--- config.mk ---
export PLATFORM = sky130hd
export DESIGN_NAME = stack_sequencer
export DESIGN_NICKNAME = d
export VERILOG_FILES = /design/src/rtl/stack_seq_pkg.sv /design/src/rtl/stack_sequencer_lowest_set_bit.sv /design/src/rtl/stack_sequencer.sv
export SDC_FILE = /design/constraint.sdc
export NUM_CORES = 1
export LEC_CHECK = 0
export ABC_CLOCK_PERIOD_IN_PS = 5430
export CAP_MARGIN = 10
export CORE_MARGIN = 5
export CORE_UTILIZATION = 35
export DETAILED_ROUTE_END_ITERATION = 16
export SYNTH_ARGS = -nofsm -noshare
export SYNTH_HDL_FRONTEND = slang
export SYNTH_SLANG_ARGS = --single-unit
export TNS_END_PERCENT = 5
--- constraint.sdc ---
create_clock -name clk -period 5.43 [get_ports clk]
set_input_delay 1.086 -clock clk [delete_from_list [all_inputs] [get_ports clk]]
set_output_delay 1.086 -clock clk [all_outputs]
set_load 0.01 [all_outputs]
--- src/rtl/stack_seq_pkg.sv ---
// stack_seq_pkg -- shared types and constants for the PUSH/POP stack sequencer.
// Revision 1.0
`default_nettype none

package stack_seq_pkg;

  typedef enum logic [2:0] {
    S_IDLE   = 3'd0,
    S_SP_RD  = 3'd1,
    S_SP_CAP = 3'd2,
    S_RD     = 3'd3,
    S_MEM    = 3'd4,
    S_WB     = 3'd5,
    S_SP_WB  = 3'd6,
    S_DONE   = 3'd7
  } stack_state_t;

  localparam logic [3:0]  SEL_SP     = 4'hd;
  localparam logic [3:0]  SEL_LR     = 4'he;
  localparam logic [31:0] WORD_BYTES = 32'd4;

  // Work mask: bits 0..7 are r0..r7, bit 8 is the LR/PC slot.
  localparam int          MASK_W     = 9;
  localparam int          IDX_W      = 4;
  localparam logic [3:0]  EXTRA_IDX  = 4'd8;
  localparam logic [3:0]  IDX_NONE   = 4'hf;

  function automatic logic [IDX_W-1:0] popcount9(input logic [MASK_W-1:0] m);
    logic [IDX_W-1:0] c;
    c = '0;
    for (int i = 0; i < MASK_W; i++) begin
      c = c + {{(IDX_W-1){1'b0}}, m[i]};
    end
    return c;
  endfunction

endpackage

`default_nettype wire

--- src/rtl/stack_sequencer_lowest_set_bit.sv ---
// lowest_set_bit -- combinational priority encoder over the 9-bit work mask.
// Revision 1.0
`default_nettype none

module lowest_set_bit
  import stack_seq_pkg::*;
(
  input  logic [MASK_W-1:0] mask,
  output logic [IDX_W-1:0]  index,
  output logic              valid
);

  always_comb begin
    index = '0;
    valid = 1'b0;
    for (int i = MASK_W - 1; i >= 0; i--) begin
      if (mask[i]) begin
        index = IDX_W'(i);
        valid = 1'b1;
      end
    end
  end

endmodule

`default_nettype wire

--- src/rtl/stack_sequencer.sv ---
// stack_sequencer -- multi-register PUSH/POP engine driving the register file and memory port.
// Revision 1.0
`default_nettype none

module stack_sequencer
  import stack_seq_pkg::*;
(
  input  logic        clk,
  input  logic        rst,
  input  logic        start,
  input  logic        is_pop,
  input  logic [7:0]  reg_list,
  input  logic        extra_en,
  output logic        busy,
  output logic        done,
  output logic [3:0]  rd0_select,
  output logic [3:0]  rd1_select,
  input  logic [31:0] data_out0,
  input  logic [31:0] data_out1,
  output logic        write_en,
  output logic [3:0]  wr_select,
  output logic [31:0] data_in,
  output logic        sp_write_en,
  output logic [31:0] sp_in,
  output logic        mem_req,
  output logic        mem_we,
  output logic [31:0] mem_addr,
  output logic [31:0] mem_wdata,
  input  logic [31:0] mem_rdata,
  input  logic        mem_ack,
  output logic        pc_load,
  output logic [31:0] pc_value
);

  stack_state_t     r_state, w_next;
  logic             r_pop;
  logic [MASK_W-1:0] r_mask;
  logic [IDX_W-1:0] r_idx;
  logic [IDX_W-1:0] r_count;
  logic [31:0]      r_sp, r_addr, r_rdata;

  logic [MASK_W-1:0] w_cur_bit, w_rest;
  logic [IDX_W-1:0] w_next_idx, w_n_in;
  logic             w_more, w_is_extra;
  logic [31:0]      w_bytes;

  // r_idx = IDX_NONE before the first slot, so w_rest is then the whole mask.
  assign w_cur_bit  = {{(MASK_W-1){1'b0}}, 1'b1} << r_idx;
  assign w_rest     = r_mask & ~w_cur_bit;
  assign w_is_extra = (r_idx == EXTRA_IDX);
  assign w_bytes    = 32'(r_count) * WORD_BYTES;
  assign w_n_in     = popcount9({extra_en, reg_list});

  lowest_set_bit u_lsb (
    .mask  (w_rest),
    .index (w_next_idx),
    .valid (w_more)
  );

  always_ff @(posedge clk) begin
    if (rst) begin
      r_state <= S_IDLE;
      r_pop   <= 1'b0;
      r_mask  <= '0;
      r_idx   <= IDX_NONE;
      r_count <= '0;
      r_sp    <= '0;
      r_addr  <= '0;
      r_rdata <= '0;
    end else begin
      r_state <= w_next;
      case (r_state)
        S_IDLE: if (start) begin
          r_pop   <= is_pop;
          r_mask  <= {extra_en, reg_list};
          r_count <= w_n_in;
          r_idx   <= IDX_NONE;
        end
        S_SP_CAP: begin
          r_sp   <= data_out1;
          r_addr <= r_pop ? data_out1 : data_out1 - w_bytes;
          r_idx  <= w_next_idx;
        end
        S_MEM: if (mem_ack) begin
          if (r_pop) begin
            r_rdata <= mem_rdata;
          end else begin
            r_mask <= w_rest;
            r_idx  <= w_next_idx;
            r_addr <= r_addr + WORD_BYTES;
          end
        end
        S_WB: begin
          r_mask <= w_rest;
          r_idx  <= w_next_idx;
          r_addr <= r_addr + WORD_BYTES;
        end
        default: ;
      endcase
    end
  end

  always_comb begin
    w_next      = r_state;
    busy        = (r_state != S_IDLE);
    done        = 1'b0;
    rd0_select  = '0;
    rd1_select  = '0;
    write_en    = 1'b0;
    wr_select   = '0;
    data_in     = '0;
    sp_write_en = 1'b0;
    sp_in       = '0;
    mem_req     = 1'b0;
    mem_we      = 1'b0;
    mem_addr    = '0;
    mem_wdata   = '0;
    pc_load     = 1'b0;
    pc_value    = '0;
    case (r_state)
      S_IDLE:   if (start) w_next = (w_n_in == '0) ? S_DONE : S_SP_RD;
      S_SP_RD: begin
        rd1_select = SEL_SP;
        w_next     = S_SP_CAP;
      end
      S_SP_CAP: w_next = r_pop ? S_MEM : S_RD;
      S_RD: begin
        rd0_select = w_is_extra ? SEL_LR : r_idx;
        w_next     = S_MEM;
      end
      S_MEM: begin
        mem_req  = 1'b1;
        mem_we   = ~r_pop;
        mem_addr = r_addr;
        // Select held through MEM so the registered read data stays stable.
        if (!r_pop) begin
          rd0_select = w_is_extra ? SEL_LR : r_idx;
          mem_wdata  = data_out0;
        end
        if (mem_ack) begin
          if (r_pop)       w_next = S_WB;
          else if (w_more) w_next = S_RD;
          else             w_next = S_SP_WB;
        end
      end
      S_WB: begin
        if (w_is_extra) begin
          pc_load  = 1'b1;
          pc_value = r_rdata;
        end else begin
          write_en  = 1'b1;
          wr_select = r_idx;
          data_in   = r_rdata;
        end
        w_next = w_more ? S_MEM : S_SP_WB;
      end
      S_SP_WB: begin
        sp_write_en = 1'b1;
        sp_in       = r_pop ? r_sp + w_bytes : r_sp - w_bytes;
        w_next      = S_DONE;
      end
      S_DONE: begin
        done   = 1'b1;
        w_next = S_IDLE;
      end
      default:  w_next = S_IDLE;
    endcase
  end

endmodule

`default_nettype wire

==> results of run 1 <==
-- report_power, final --
| part | internal (mW) | switching, mW | leakage, nW |
|---|---|---|---|
| Clock | 0.786 | 0.448 | 0.307 |
| Sequential | 1.04 | 0.231 | 0.949 |
| Combinational | 1.16 | 1.70 | 3.47 |
-- synth_stat cells (3+ instances only) --
cell      count  area share
nand3_1      33       0.019
clkbuf_1     71       0.030
a41oi_1       3      0.0030
or3_1         8      0.0057
nand4b_1      3      0.0030
nand2_1     195       0.083
inv_1        32       0.014
buf_4         3      0.0026
o21bai_1      6      0.0051
o32ai_1       4      0.0040
and2_1      141        0.10
buf_1         3      0.0013
ha_1         38       0.054
and3_1        9      0.0064
xnor2_1      22       0.022
or2_2         3      0.0021
o21a_1        8      0.0068
a21oi_1     148       0.084
a22oi_1       9      0.0077
mux2i_1      10       0.011
a211oi_1     15       0.013
o21ai_0      57       0.032
nor2b_1      10      0.0071
o22ai_1       3      0.0021
o31ai_1       5      0.0043
nor3b_1       7      0.0060
xor2_1       16       0.016
nor4_1       12      0.0085
nand2b_1      7      0.0050
o211a_1       3      0.0034
nor2_1       88       0.038
nand4_1      11      0.0078
a21o_1       22       0.019
nor3_1       31       0.018
o211ai_1      7      0.0060
dfxtp_1     117        0.27
nand3b_1      4      0.0034
a31oi_1      13      0.0092
fa_1          7       0.016
-- logic make-up after synthesis --
family / Yosys count
simple gates: 581
compound gates: 331
flops: 117
buf+inv: 110
fa+ha+maj: 45
xor+xnor: 38
mux: 12
other cells: 1
-- worst max path at each step --
stage                            to  slack [ps]               startpoint
after global routing      sp_in[27]          10  r_count[1]$_SDFFE_PP0P_
after floorplan           sp_in[30]         990       r_pop$_SDFFE_PP0P_
after CTS                 sp_in[31]          50  r_count[0]$_SDFFE_PP0P_
after detailed placement  sp_in[31]         370  r_count[0]$_SDFFE_PP0P_
after global placement    sp_in[31]         480  r_count[1]$_SDFFE_PP0P_
final                     sp_in[31]         300  r_count[0]$_SDFFE_PP0P_
-- metal layers --
metal	vias up	GRT usage	wire (microns)
li1	4816	-	-
met1	4521	0.295	14300
met2	312	0.367	15100
met3	27	0.0574	2320
met4	0	0.0508	432
met5	-	0	0
-- sequential cells by signal, indices dropped and copies added (netlist names) --
register / cells
r_pop: 1
r_count: 4
r_state: 3
r_mask: 9
r_sp: 32
r_idx: 4
r_rdata: 32
r_addr: 32
-- final cells by class --
cell class / instances / area share
Multi-Input combinational cell: 1008 / 0.480
Timing Repair Buffer: 310 / 0.241
Sequential cell: 117 / 0.185
Clock buffer: 18 / 0.0348
Tap cell: 330 / 0.0327
Clock inverter: 14 / 0.0159
Inverter: 32 / 0.00951
Antenna cell: 1 / 0.000198
-- critical path, stage by stage (launching register included) --
cell	delay (ps)
dfxtp_1	350
nor3_2	240
ha_1	260
mux2_2	260
ha_1	320
o21ai_0	120
o21bai_1	260
a21boi_0	200
o31ai_2	410
a21boi_1	180
a32oi_1	250
mux2i_1	210
clkdlybuf4s50_1	560
-- timing repair --
action / CTS / global route
setup endpoints to repair: 1 / 3
setup buffers: 0 / 0
gates resized for setup: 1 / 4
pin swaps: 0 / 1
gates cloned: 0 / 0
==> results.sh, run 1 <==
export IMPL_status="finished, final reports clean"
export IMPL_netlist_instances=1235
export IMPL_synth_edf_count=0
export IMPL_drt_pass1_iter_count=5
export IMPL_critPathKind="reg2out"
export IMPL_cts_sinks=117
export IMPL_power_density_nw_per_um2=425
export IMPL_slew_viol_final=0
export IMPL_final_common_cell="clkdlybuf4s50_1"
export IMPL_numCtsBuffers=17
export IMPL_crit_path_start_kind="register"
export IMPL_hp_class="reg2reg"
export IMPL_viasPerCell=5.29
export IMPL_drv_cap=0
export IMPL_fin_ws_ps=299
export IMPL_drive_above_1_share=0.0560
export IMPL_cp_required_ps=4340
export IMPL_holdPathStages=2
export IMPL_fin_util=0.506
export IMPL_htree_levels=4
export IMPL_synthArstFlopShare=0
export IMPL_regArea_sq_um=2340
export IMPL_synth_adder_area_share=0.0699
export IMPL_final_nets=1641
export IMPL_antenna_left=0
export IMPL_area_growth_synth_to_final_pct=43.5
export IMPL_leakagePower_nw=4.73
export IMPL_hold_viol_final=0
export IMPL_start_util=0.353
export IMPL_final_fill_count=2478
export IMPL_synthesis_nets=1390
export IMPL_place_ws_ps=373
export IMPL_ctsHoldBuffers=0
export IMPL_max_slew_margin=0.332
export IMPL_clk_latency_ps=420
export IMPL_min_delay_start="r_sp[0]$_SDFFE_PP0P_"
export IMPL_grt_pass1_vias=9445
export IMPL_placed_cell_area_sq_um=12000
export IMPL_seq_area_frac_synth=0.266
export IMPL_fp_dieH_microns=169
export IMPL_final_cell_mix="clkdlybuf4s50_1, nand2_1, a21oi_1, and2_1, dfxtp_1"
export IMPL_rsz0062_at_grt="no"
export IMPL_setup_violations_final=0
export IMPL_synth_top_family_by_area="simple AND/OR/NAND/NOR gates"
export IMPL_cts_root_buf="clkbuf_16"
export IMPL_wl_per_cell_microns=17.6
export IMPL_yosysWarnings=0
export IMPL_syn_avg_cell_area_sq_um=7.13
export IMPL_drcViolationCount=0
export IMPL_whs_ps=451
export IMPL_grt_usage=0.223
export IMPL_core_sq_um=25000
export IMPL_peakVddDrop_v=0.000264
export IMPL_final_instance_count_excl_fill=1830
export IMPL_yosys_area_share_simple=0.335
export IMPL_synth_area_sq_um=8810
export IMPL_rows=58
export IMPL_rrSetupSlack_ps=2590
export IMPL_holdPathEnd="r_sp[0]$_SDFFE_PP0P_"
export IMPL_hpwl_microns=24300
export IMPL_synth_compound_area_frac=0.229
export IMPL_critPathMaxFanout=5
export IMPL_grt_antenna_before_repair=1
export IMPL_dr_first_iter_drc_count=681
export IMPL_clock_path_buffers=2
export IMPL_grt_overflow=0
export IMPL_pin_count=289
export IMPL_ys_ff_latch=117
export IMPL_port_buffers=287
export IMPL_fin_crit_ps=5130
export IMPL_die_area_sq_um=28400
export IMPL_r2r_cells=8
export IMPL_grt_pass1_wl_microns=51600
export IMPL_path_clk_slew_ps=60
export IMPL_p_total_mw=5.37
export IMPL_cts_tree="built"
export IMPL_multi_input_area_sq_um=6070
export IMPL_finalSetupTns_ps=0
export IMPL_synth_xor_area_frac=0.0378
export IMPL_die_x_microns=169
export IMPL_muxShareOfSynthArea=0.0139
export IMPL_timing_fmax_ghz=0.195
export IMPL_cp_arrival_ps=4050
export IMPL_synth_ff_type="dfxtp_1"
export IMPL_dp_cells=1796
export IMPL_cp_end_kind="primary output"
export IMPL_worstReg2RegEnd="r_addr[28]$_SDFFE_PP0P_"
export IMPL_r2r_start="r_pop$_SDFFE_PP0P_"
export IMPL_fin_skew_ps=10.5
export IMPL_place_congestion=0.891
export IMPL_vias=9676
export IMPL_worstMarginPinSlew_ps=1000
export IMPL_synth_distinct_cells=80
export IMPL_grt_max_degree=68
export IMPL_wirelength_microns=32200
export IMPL_design_area_sq_um=12600
export IMPL_post_route_period_util=0.945
Power figures use the tool's default switching activity.
==> run 2: changes to the inputs <==
--- a/config.mk
+++ b/config.mk
@@ -10,6 +10,7 @@
 export CORE_MARGIN = 5
 export CORE_UTILIZATION = 35
 export DETAILED_ROUTE_END_ITERATION = 16
+export RECOVER_POWER = 100
 export SYNTH_ARGS = -nofsm -noshare
 export SYNTH_HDL_FRONTEND = slang
 export SYNTH_SLANG_ARGS = --single-unit
==> results.sh, run 2 (same netlist as run 1, synthesis figures left out) <==
export IMPL_cp_required_ps=4340
export IMPL_wl_per_cell_microns=17.6
export IMPL_fp_dieH_microns=169
export IMPL_final_instance_count_excl_fill=1830
export IMPL_grt_pass1_wl_microns=51600
export IMPL_r2r_cells=7
export IMPL_reg_top3="r_addr (32), r_rdata (32), r_sp (32)"
export IMPL_clk_latency_ps=430
export IMPL_crit_end="sp_in[27]"
export IMPL_min_delay_start="r_sp[0]$_SDFFE_PP0P_"
export IMPL_port_buffers=287
export IMPL_setup_violations_final=0
export IMPL_p_switching_mw=2.37
export IMPL_crit_start="r_count[1]$_SDFFE_PP0P_"
export IMPL_rsz0062_at_grt="no"
export IMPL_final_fill_count=2491
export IMPL_place_congestion=0.891
export IMPL_fin_crit_ps=5130
export IMPL_crit_path_start_kind="register"
export IMPL_drive_above_1_share=0.0460
export IMPL_final_common_cell="clkdlybuf4s50_1"
export IMPL_max_slew_margin=-1.18
export IMPL_dp_cells=1796
export IMPL_whs_ps=452
export IMPL_die_x_microns=169
export IMPL_cts_tree="built"
export IMPL_status="finished with violations"
export IMPL_power_internal_mw=2.96
export IMPL_htree_levels=4
export IMPL_die_area_sq_um=28400
export IMPL_viasPerCell=5.30
export IMPL_critPathMaxStageDelay_ps=550
export IMPL_path_clk_slew_ps=60
export IMPL_drt_pass1_iter_count=5
export IMPL_dr_first_iter_drc_count=708
export IMPL_antenna_left=0
export IMPL_fin_util=0.504
export IMPL_critPathKind="reg2out"
export IMPL_violations="max-capacitance violations, max-slew violations"
export IMPL_vias=9704
export IMPL_hold_viol_final=0
export IMPL_post_route_period_util=0.945
export IMPL_grt_usage=0.223
export IMPL_hpwl_microns=24300
export IMPL_switching_share=0.445
export IMPL_worstReg2RegEnd="r_addr[28]$_SDFFE_PP0P_"
export IMPL_clock_path_buffers=2
export IMPL_grt_max_degree=68
export IMPL_numCtsBuffers=17
export IMPL_cp_end_kind="primary output"
export IMPL_cts_sinks=117
export IMPL_peakVddDrop_v=0.000255
export IMPL_timing_fmax_ghz=0.195
export IMPL_grt_pass1_vias=9445
export IMPL_final_nets=1641
export IMPL_fin_skew_ps=9.96
export IMPL_power_density_nw_per_um2=424
export IMPL_cts_root_buf="clkbuf_16"
export IMPL_p_clk_frac=0.231
export IMPL_start_util=0.353
export IMPL_drcViolationCount=0
export IMPL_wirelength_microns=32200
export IMPL_p_seq_frac=0.239
export IMPL_finalSetupTns_ps=0
export IMPL_cp_arrival_ps=4040
export IMPL_pwr_share_comb=0.530
export IMPL_slew_viol_final=161
export IMPL_final_cell_mix="clkdlybuf4s50_1, nand2_1, a21oi_1, dfxtp_1, and2_0"
export IMPL_rrSetupSlack_ps=1390
export IMPL_p_total_mw=5.33
export IMPL_cp_common_cell="ha_1"
export IMPL_rows=58
export IMPL_drv_cap=3
export IMPL_area_growth_synth_to_final_pct=42.8
export IMPL_core_sq_um=25000
export IMPL_worstMarginPinSlew_ps=3270
export IMPL_cp_cell_sequence="inv_1 -> ha_1 -> mux2_2 -> ha_1 -> a211oi_1 -> o21bai_1 -> a21boi_0 -> o31ai_2 -> a41o_1 -> a31oi_1 -> mux2i_1 -> clkdlybuf4s50_1"
export IMPL_leakagePower_nw=4.82
export IMPL_critPathMaxFanout=5
export IMPL_grt_antenna_before_repair=1
export IMPL_r2r_start="r_state[2]$_SDFFE_PP0P_"
export IMPL_pin_count=289
export IMPL_grt_overflow=0
export IMPL_cp_slowest_cell="clkdlybuf4s50_1"
export IMPL_hp_class="reg2reg"
## run 2: changes by cell type in the layout (fill, tap and decap cells not counted), moves of 2 or more
cell	change
nor2_2	-2
clkdlybuf4s50_1	-67
buf_4	-10
and2_0	+94
nor2_1	+2
and2_1	-94
clkbuf_1	+10
dlygate4sd3_1	+67
## run 2: per-layer routing
layer  track usage  routed length [microns]
met3        0.0574                     2190
met4        0.0508                      418
met2         0.367                    15200
met5             0                        0
met1         0.295                    14400
## run 2: power by group through the flow
stage / clock network (mW) / registers (mW) / logic (mW)
after floorplan: 0 / 1.18 / 2.01
final: 1.23 / 1.28 / 2.82
after global placement: 0 / 1.28 / 2.82
after detailed placement: 0 / 1.29 / 2.84
after global routing: 1.29 / 1.31 / 3.17
after CTS: 1.25 / 1.27 / 2.86
## run 2: worst max-delay path, delay by kind of cell, from the launching register on
kind | cells | cell delay, ps
flip-flops | 1 | 430
buffers and inverters | 2 | 640
adder cells (fa/ha/maj) | 2 | 560
AO/OA/AOI/OAI | 6 | 1520
multiplexers | 2 | 470
## run 2: how the worst min path moves through the flow
stage               cells after the start                      to
floorplan                               2  r_addr[0]$_SDFFE_PP0P_
global placement                        2    r_sp[0]$_SDFFE_PP0P_
detailed placement                      2    r_sp[0]$_SDFFE_PP0P_
CTS                                     2    r_sp[0]$_SDFFE_PP0P_
global route                            2  r_addr[1]$_SDFFE_PP0P_
finish                                  2    r_sp[0]$_SDFFE_PP0P_
## run 2: through the flow
step / setup slack, ps / cell area [sq um]
finish: 301 / 12600
global route: 11.2 / 12600
CTS: 48.4 / 12600
detailed placement: 373 / 12000
global placement: 484 / 12000
floorplan: 986 / 8810
## run 2: what timing repair did
| item | 4_1_cts | 5_1_grt |
|---|---|---|
| resized for setup | 1 | 4 |
| setup buffers | 0 | 0 |
| endpoints found under the setup margin | 1 | 3 |
| hold buffers | 0 | 0 |
| pin swaps | 0 | 1 |
## run 2: final cells by class
type	instances	area [sq um]	area share
Clock inverter	14	201	0.0160
Inverter	32	120	0.00955
Clock buffer	18	439	0.0349
Sequential cell	117	2340	0.186
Timing Repair Buffer	310	3000	0.239
Antenna cell	1	2.50	0.000199
Tap cell	330	413	0.0328
Multi-Input combinational cell	1008	6050	0.481
